--- config.mk ---
export PLATFORM = sky130hd
export DESIGN_NAME = iir_coef_bank_flat
export DESIGN_NICKNAME = d
export VERILOG_FILES = /design/src/rtl/iir_pkg.sv /design/src/rtl/iir_coef_bank_if.sv /design/src/rtl/iir_sample_guard.sv /design/src/rtl/iir_coef_bank.sv /design/src/flat_wrapper.sv
export SDC_FILE = /design/constraint.sdc
export NUM_CORES = 2
export LEC_CHECK = 0
export BUFFER_PORTS_ARGS = -buffer_cell sky130_fd_sc_hd__buf_2
export CORE_AREA = 5 5 486 488
export CTS_BUF_LIST = sky130_fd_sc_hd__clkbuf_4 sky130_fd_sc_hd__clkbuf_8 sky130_fd_sc_hd__clkbuf_16
export DETAILED_ROUTE_END_ITERATION = 16
export DIE_AREA = 0 0 491 493
export PLACE_DENSITY = 0.65
export SLEW_MARGIN = 20
export SYNTH_ARGS = -nofsm -noshare
export SYNTH_HDL_FRONTEND = slang
export SYNTH_HIERARCHICAL = 1
export SYNTH_SLANG_ARGS = --single-unit
--- constraint.sdc ---
create_clock -name clk -period 3 [get_ports clk]
set_input_delay 0.6 -clock clk [delete_from_list [all_inputs] [get_ports clk]]
set_output_delay 0.6 -clock clk [all_outputs]
set_load 0.05 [all_outputs]
--- src/rtl/iir_pkg.sv ---
// Shared constants for the biquad cascade: coefficient word indices inside a
// section, the scale address and the sample guard length.
package iir_pkg;

  localparam int IIR_IDX_B0 = 0;
  localparam int IIR_IDX_B1 = 1;
  localparam int IIR_IDX_B2 = 2;
  localparam int IIR_IDX_A1 = 3;
  localparam int IIR_IDX_A2 = 4;

  // Scale sits directly after the last section's a2.
  function automatic int IIR_SCALE_ADDR(input int level);
    return level * (IIR_IDX_A2 + 1);
  endfunction

  // Cycles a sample occupies the cascade: one scale cycle plus one per section.
  function automatic int IIR_GUARD_LEN(input int level);
    return level + 1;
  endfunction

  typedef enum logic {
    ST_IDLE    = 1'b0,
    ST_PENDING = 1'b1
  } commit_state_e;

endpackage

--- src/rtl/iir_coef_bank_if.sv ---
// Shadow-bank write and commit port of iir_coef_bank.
// Handshake: wr_en is the valid; a word is taken on an edge where
// wr_en && wr_rdy. wr_rdy never depends on wr_en in the same cycle.
interface iir_coef_bank_if #(
    parameter int AWIDTH = 6,
    parameter int CWIDTH = 24
);
    logic              wr_en;
    logic [AWIDTH-1:0] wr_addr;
    logic [CWIDTH-1:0] wr_data;
    logic              commit;
    logic              wr_rdy;
    logic              commit_done;

    modport master (
        output wr_en, wr_addr, wr_data, commit,
        input  wr_rdy, commit_done
    );

    modport slave (
        input  wr_en, wr_addr, wr_data, commit,
        output wr_rdy, commit_done
    );
endinterface

--- src/rtl/iir_sample_guard.sv ---
// Tracks whether a sample is still travelling through the cascade, marks the
// edges where coefficients may change, and flags samples that arrive too fast.
module iir_sample_guard
    import iir_pkg::*;
#(
    parameter int CASCADE_LEVEL = 10
) (
    input  logic clk,
    input  logic rstn,
    input  logic block_en,
    input  logic din_vld,
    input  logic ovr_clr,
    output logic safe,
    output logic overrun
);

    localparam int GUARD_LEN = IIR_GUARD_LEN(CASCADE_LEVEL);
    localparam int GW        = $clog2(GUARD_LEN + 1);
    localparam logic [GW-1:0] GLOAD = GW'(GUARD_LEN);

    logic [GW-1:0] gcnt;

    always_ff @(posedge clk or negedge rstn) begin
        if (!rstn) begin
            gcnt <= '0;
        end else if (!block_en) begin
            gcnt <= '0;
        end else if (din_vld) begin
            gcnt <= GLOAD;
        end else if (gcnt != '0) begin
            gcnt <= gcnt - GW'(1);
        end
    end

    // A disabled cascade holds no sample, so every edge is safe regardless of gcnt.
    assign safe = !block_en || (!din_vld && (gcnt <= GW'(1)));

    always_ff @(posedge clk or negedge rstn) begin
        if (!rstn) begin
            overrun <= 1'b0;
        end else if (!block_en) begin
            overrun <= 1'b0;
        end else if (din_vld && (gcnt >= GW'(2))) begin
            overrun <= 1'b1;
        end else if (ovr_clr) begin
            overrun <= 1'b0;
        end
    end

endmodule

--- src/rtl/iir_coef_bank.sv ---
// Double-buffered coefficient/scale store for the biquad cascade. The shadow
// bank is copied to the active bank only on edges where no sample is in flight.
module iir_coef_bank
    import iir_pkg::*;
#(
    parameter int CASCADE_LEVEL = 10,
    parameter int CWIDTH        = 24,
    parameter int AWIDTH        = 6
) (
    input  logic                              clk,
    input  logic                              rstn,
    input  logic                              block_en,
    input  logic                              din_vld,
    input  logic                              ovr_clr,
    iir_coef_bank_if.slave                    bus,
    output logic                              overrun,
    output logic                              addr_err,
    output logic [CASCADE_LEVEL*CWIDTH*5-1:0] coefs,
    output logic [CWIDTH-1:0]                 scale,
    output commit_state_e                     dbg_state
);

    localparam int NWORDS = IIR_SCALE_ADDR(CASCADE_LEVEL) + 1;
    localparam int BANK_W = NWORDS * CWIDTH;
    localparam logic [AWIDTH-1:0] SCALE_ADDR = AWIDTH'(IIR_SCALE_ADDR(CASCADE_LEVEL));

    commit_state_e     state, state_nxt;
    logic              safe;
    logic              swap;
    logic              wr_rdy;
    logic              wr_take;
    logic              commit_done_q;
    logic [BANK_W-1:0] shadow, shadow_nxt;

    iir_sample_guard #(
        .CASCADE_LEVEL(CASCADE_LEVEL)
    ) u_guard (
        .clk     (clk),
        .rstn    (rstn),
        .block_en(block_en),
        .din_vld (din_vld),
        .ovr_clr (ovr_clr),
        .safe    (safe),
        .overrun (overrun)
    );

    assign wr_rdy          = (state == ST_IDLE);
    assign wr_take         = bus.wr_en && wr_rdy;
    assign bus.wr_rdy      = wr_rdy;
    assign bus.commit_done = commit_done_q;
    assign dbg_state       = state;

    // Shadow layout matches {scale, coefs}, so the swap is a single copy.
    for (genvar i = 0; i < NWORDS; i++) begin : g_word
        assign shadow_nxt[i*CWIDTH +: CWIDTH] =
            (wr_take && (bus.wr_addr == AWIDTH'(i))) ? bus.wr_data
                                                      : shadow[i*CWIDTH +: CWIDTH];
    end

    always_ff @(posedge clk or negedge rstn) begin
        if (!rstn) begin
            shadow <= '0;
        end else begin
            shadow <= shadow_nxt;
        end
    end

    always_ff @(posedge clk or negedge rstn) begin
        if (!rstn) begin
            addr_err <= 1'b0;
        end else if (wr_take && (bus.wr_addr > SCALE_ADDR)) begin
            addr_err <= 1'b1;
        end else if (ovr_clr) begin
            addr_err <= 1'b0;
        end
    end

    always_ff @(posedge clk or negedge rstn) begin
        if (!rstn) begin
            state <= ST_IDLE;
        end else begin
            state <= state_nxt;
        end
    end

    // A commit arriving while one is pending merges into it.
    always_comb begin
        state_nxt = state;
        swap      = 1'b0;
        case (state)
            ST_IDLE: begin
                if (bus.commit) state_nxt = ST_PENDING;
            end
            ST_PENDING: begin
                if (safe) begin
                    swap      = 1'b1;
                    state_nxt = ST_IDLE;
                end
            end
            default: state_nxt = ST_IDLE;
        endcase
    end

    always_ff @(posedge clk or negedge rstn) begin
        if (!rstn) begin
            coefs         <= '0;
            scale         <= '0;
            commit_done_q <= 1'b0;
        end else begin
            commit_done_q <= swap;
            if (swap) begin
                {scale, coefs} <= shadow;
            end
        end
    end

endmodule

--- src/flat_wrapper.sv ---
// flat-port wrapper written by rule: the top's interface ports become plain ports
module iir_coef_bank_flat import iir_pkg::*;
#(
    parameter int CASCADE_LEVEL = 10,
    parameter int CWIDTH        = 24,
    parameter int AWIDTH        = 6
)
  (clk, rstn, block_en, din_vld, ovr_clr, overrun, addr_err, coefs, scale, dbg_state, bus_wr_en, bus_wr_addr, bus_wr_data, bus_commit, bus_wr_rdy, bus_commit_done);
  iir_coef_bank_if #(.AWIDTH(AWIDTH), .CWIDTH(CWIDTH)) bus_i ();
  input  logic clk;
  input  logic rstn;
  input  logic block_en;
  input  logic din_vld;
  input  logic ovr_clr;
  output logic overrun;
  output logic addr_err;
  output logic [CASCADE_LEVEL*CWIDTH*5-1:0] coefs;
  output logic [CWIDTH-1:0] scale;
  output commit_state_e dbg_state;
  input wire logic [$bits(bus_i.wr_en)-1:0] bus_wr_en;
  input wire logic [$bits(bus_i.wr_addr)-1:0] bus_wr_addr;
  input wire logic [$bits(bus_i.wr_data)-1:0] bus_wr_data;
  input wire logic [$bits(bus_i.commit)-1:0] bus_commit;
  output wire logic [$bits(bus_i.wr_rdy)-1:0] bus_wr_rdy;
  output wire logic [$bits(bus_i.commit_done)-1:0] bus_commit_done;
  assign bus_i.wr_en = bus_wr_en;
  assign bus_i.wr_addr = bus_wr_addr;
  assign bus_i.wr_data = bus_wr_data;
  assign bus_i.commit = bus_commit;
  assign bus_wr_rdy = bus_i.wr_rdy;
  assign bus_commit_done = bus_i.commit_done;
  iir_coef_bank #(.CASCADE_LEVEL(CASCADE_LEVEL), .CWIDTH(CWIDTH), .AWIDTH(AWIDTH)) u_core (.clk(clk), .rstn(rstn), .block_en(block_en), .din_vld(din_vld), .ovr_clr(ovr_clr), .bus(bus_i), .overrun(overrun), .addr_err(addr_err), .coefs(coefs), .scale(scale), .dbg_state(dbg_state));
endmodule
==> results.md <==
* Dominant cell type by area after synthesis: dfrtp_1
* # fillers at about 21,000
* Worst path arrival time at 3.62 ns
* Post-CTS setup buffer count at 0
* Crit path cell chain: inv_1 -> ha_1 -> nor2_1 -> o41ai_2 -> nand2_4 -> buf_12 -> buf_4 -> nand2_1 -> nand2_1
* # setup viols final at 0
* Unique masters post-synth at 35
* Hpwl dp at 199,000 um
* Total gr overflow at 0
* TritonCTS clock tree: done
* Finished Core Util at 0.483
* Clock Latency Late Sink at 0.89 ns
* Via density at 5.15
* Register Area at 61,500 um^2
* Fmax at 358 MHz
* Cell mode on critical path: nand2_1
* I/O pin total at 1,266
* Final period utilization at 0.931
* Final Hold Fails at 0
* Max transition margin at 0.184
* Non-Filler Instances at 12,500
* Sequential-to-total area share from yosys stat at 0.669
* Number of global-route vias before repair at 65,700
* Layout cells sized above 1 at 0.278
* Longest Clk Path Bufs at 3
* Num CTS Buffers at 240
* Post-Synth Simple-Gate Area at 0.156
* Post-DRT Antenna Nets at 0
* Main synth FF type: dfrtp_1
* Worst Setup Path Type: register to register
* Total global-route track usage at 0.248
* Clock-pin slew on the worst setup and hold paths at 0.06 ns
* DRC Markers at 0
* Pre-CTS setup slack at ~0.15 ns
* Total placed instance area at 103,000 um^2
* Power per cell area at 867 nW/um^2
* Yosys reg bits at between 2,000 and 2,500
* Top cell family by delay on the critical path: buffers and inverters
* Sum Neg Setup Slack at 0 ns
* Final #Nets at between 9,000 and 10,000
* H-tree depth at 4
* HP Class: primary input to register
* DRT Pass-1 Iters at 5
* Per-cell routed wire length at 24.6 um
* Final clock skew at roughly 0.086 ns
* Critical path data required time at 3.83 ns
* Slew @ Worst Pin at 1.22 ns
* Synthesized area at 91,900 um^2
* Post-Syn Instances at 7,963
* CTS root buf: clkbuf_16
* Buffers and inverters on the worst path at 3
* CP Max Fanout at 103
* Area of the multi-input gates at 28,400 um^2
* RSZ-0062 raised after global routing: false
* Commonest cells post-synth: 3,709 x nand2_1, 2,456 x dfrtp_1, 628 x mux2_2, 597 x mux2_1, 330 x clkbuf_1
* Clock sink count at 2,456
* Synth Area in XOR/XNOR at 0.000191
* Yosys top cell area share at 0.669
* Lkg Pwr at 63.4 nW
* GP Congestion at 0.848
* Most common cell in the netlist: nand2_1
* Synth Area in Compound Gates at 0.000667
* Worst setup EP type: register
* Worst Setup Start Kind: register
* Synth warn at 6
* Vert. Die Dim at between 400 and 500 um
* Worst path max stage delay at 0.75 ns
* Slowest cell on crit path: buf_4
* First-pass GRT wire length at 448,000 um
* PnR worst setup slack at approximately 0.21 ns
* Die area at 242,000 um^2
* Die width at 491 um
* Cells after DPL at 12,000
* Main combinational cell family by area after synthesis: simple AND/OR/NAND/NOR gates
* Max-Cap Viols at 0
* Asr flop ratio synth at 1.00
* Max-slew violation total from the final report at 0
* Synth area leaders: dfrtp_1 67%, nand2_1 15%, mux2_2 7.7%
* Max IR drop VDD at 0.000603 V
* Port bufs at 1,265
* Outcome: finished clean
* Synthesized net count at 8,004
* Std-Cell Rows at around 180
* Area share of fa/ha/maj cells after synthesis at 0.000545
* Post-Syn Area per Cell at 11.5 um^2
* Iter 0 DRT Violations at 5,698
* Fin area at 112,000 um^2
* Starting Density at 0.397
* Via count at 64,300
* EDFF count, synth at 0
* Area delta synth->final at 21.7%
* Core Area at 231,000 um^2
* Min Tclk post-route at 2.79 ns
* Antenna violations before repair at 37
* Multiplexer area fraction after synthesis at 0.150
* WL final at 307,000 um
* Largest net degree at the start of global routing at between 150 and 200
==> kinds of logic after synthesis <==
group / Yosys count
buf+inv: 511
xor+xnor: 2
compound gates: 8
flops: 2456
fa+ha+maj: 4
mux: 1226
simple gates: 3756
==> layout make-up <==
cell class                 count  area share
sequential                  2456       0.550
multi-input combinational   4996       0.254
timing repair buffer        1507      0.0852
clock buffer                 344      0.0640
tap                         3043      0.0341
clock inverter               110      0.0126
antenna                       15    0.000336
inverter                       5    0.000235
==> repair_timing <==
action	in CTS	in global routing
endpoints found under the setup margin	0	79
hold buffers	5	0
resized for setup	0	1
hold endpoints to repair	31	0
==> placed cells by master (no fill, tap or decap), types with 3 or more instances in the layout <==
cell,Yosys,layout
nand2_1,3709,3701
nor2_4,5,10
clkinvlp_4,0,10
inv_1,4,4
mux2_1,597,597
nor2_1,4,3
inv_16,0,3
ha_1,4,4
nor4b_2,2,5
o21a_1,3,3
clkbuf_4,0,46
buf_2,129,1240
clkinv_2,0,61
clkbuf_8,0,57
nand2_2,0,7
bufinv_16,0,22
nand4b_1,4,4
buf_4,14,157
clkbuf_16,0,241
dlygate4sd3_1,0,5
diode_2,0,15
buf_12,0,104
and4bb_2,3,3
nand4_1,4,4
mux2_2,628,628
dfrtp_1,2456,2456
nor2_2,9,5
clkinv_16,0,8
==> metrics by stage <==
stage / power, W / hold slack (ns)
2_1_floorplan: 0.0570 / 0.304
3_3_place_gp: 0.0651 / 0.441
3_5_place_dp: 0.0655 / 0.445
4_1_cts: 0.0975 / 0.0256
5_1_grt: 0.101 / 0.0474
6_report: 0.0969 / 0.106
==> state kept, by name, summed over array words and instances (netlist names) <==
signal,count
u_core/addr_err,1
u_core/dbg_state,1
u_core/shadow,1224
u_core/bus.commit_done,1
u_core/coefs,1200
u_core/scale,24
u_core/u_guard/gcnt,4
u_core/u_guard/overrun,1
==> power breakdown <==
group	internal (W)	total [W]	switching (W)
clock	0.0186	0.0319	0.0133
sequential	0.0381	0.0421	0.00406
combinational	0.00500	0.0228	0.0178
==> final timing paths <==
| path | slack [ns] | endpoint | start | cells past startpoint |
|---|---|---|---|---|
| max | 0.21 | u_core/coefs[570] | u_core/u_guard/gcnt[0] | 9 |
| min | 0.11 | u_core/shadow[1094] | bus_wr_data[14] | 2 |
| max reg2reg | 0.21 | u_core/coefs[570] | u_core/u_guard/gcnt[0] | 9 |
| min reg2reg | 0.37 | u_core/coefs[331] | u_core/shadow[331] | 2 |
| max in group asynchronous | 1.46 | u_core/shadow[614] | rstn | 3 |
| min in group asynchronous | 0.29 | u_core/coefs[298] | rstn | 2 |
==> layer usage <==
metal	GRT usage	wire, um	part of all wire	vias up
met4	0.110	14300	0.047	0
met2	0.394	144000	0.47	2695
met3	0.0488	22400	0.073	559
met5	0	0	0	-
met1	0.333	127000	0.41	33300
li1	-	-	-	27700
(Power assumes the default switching activity.)
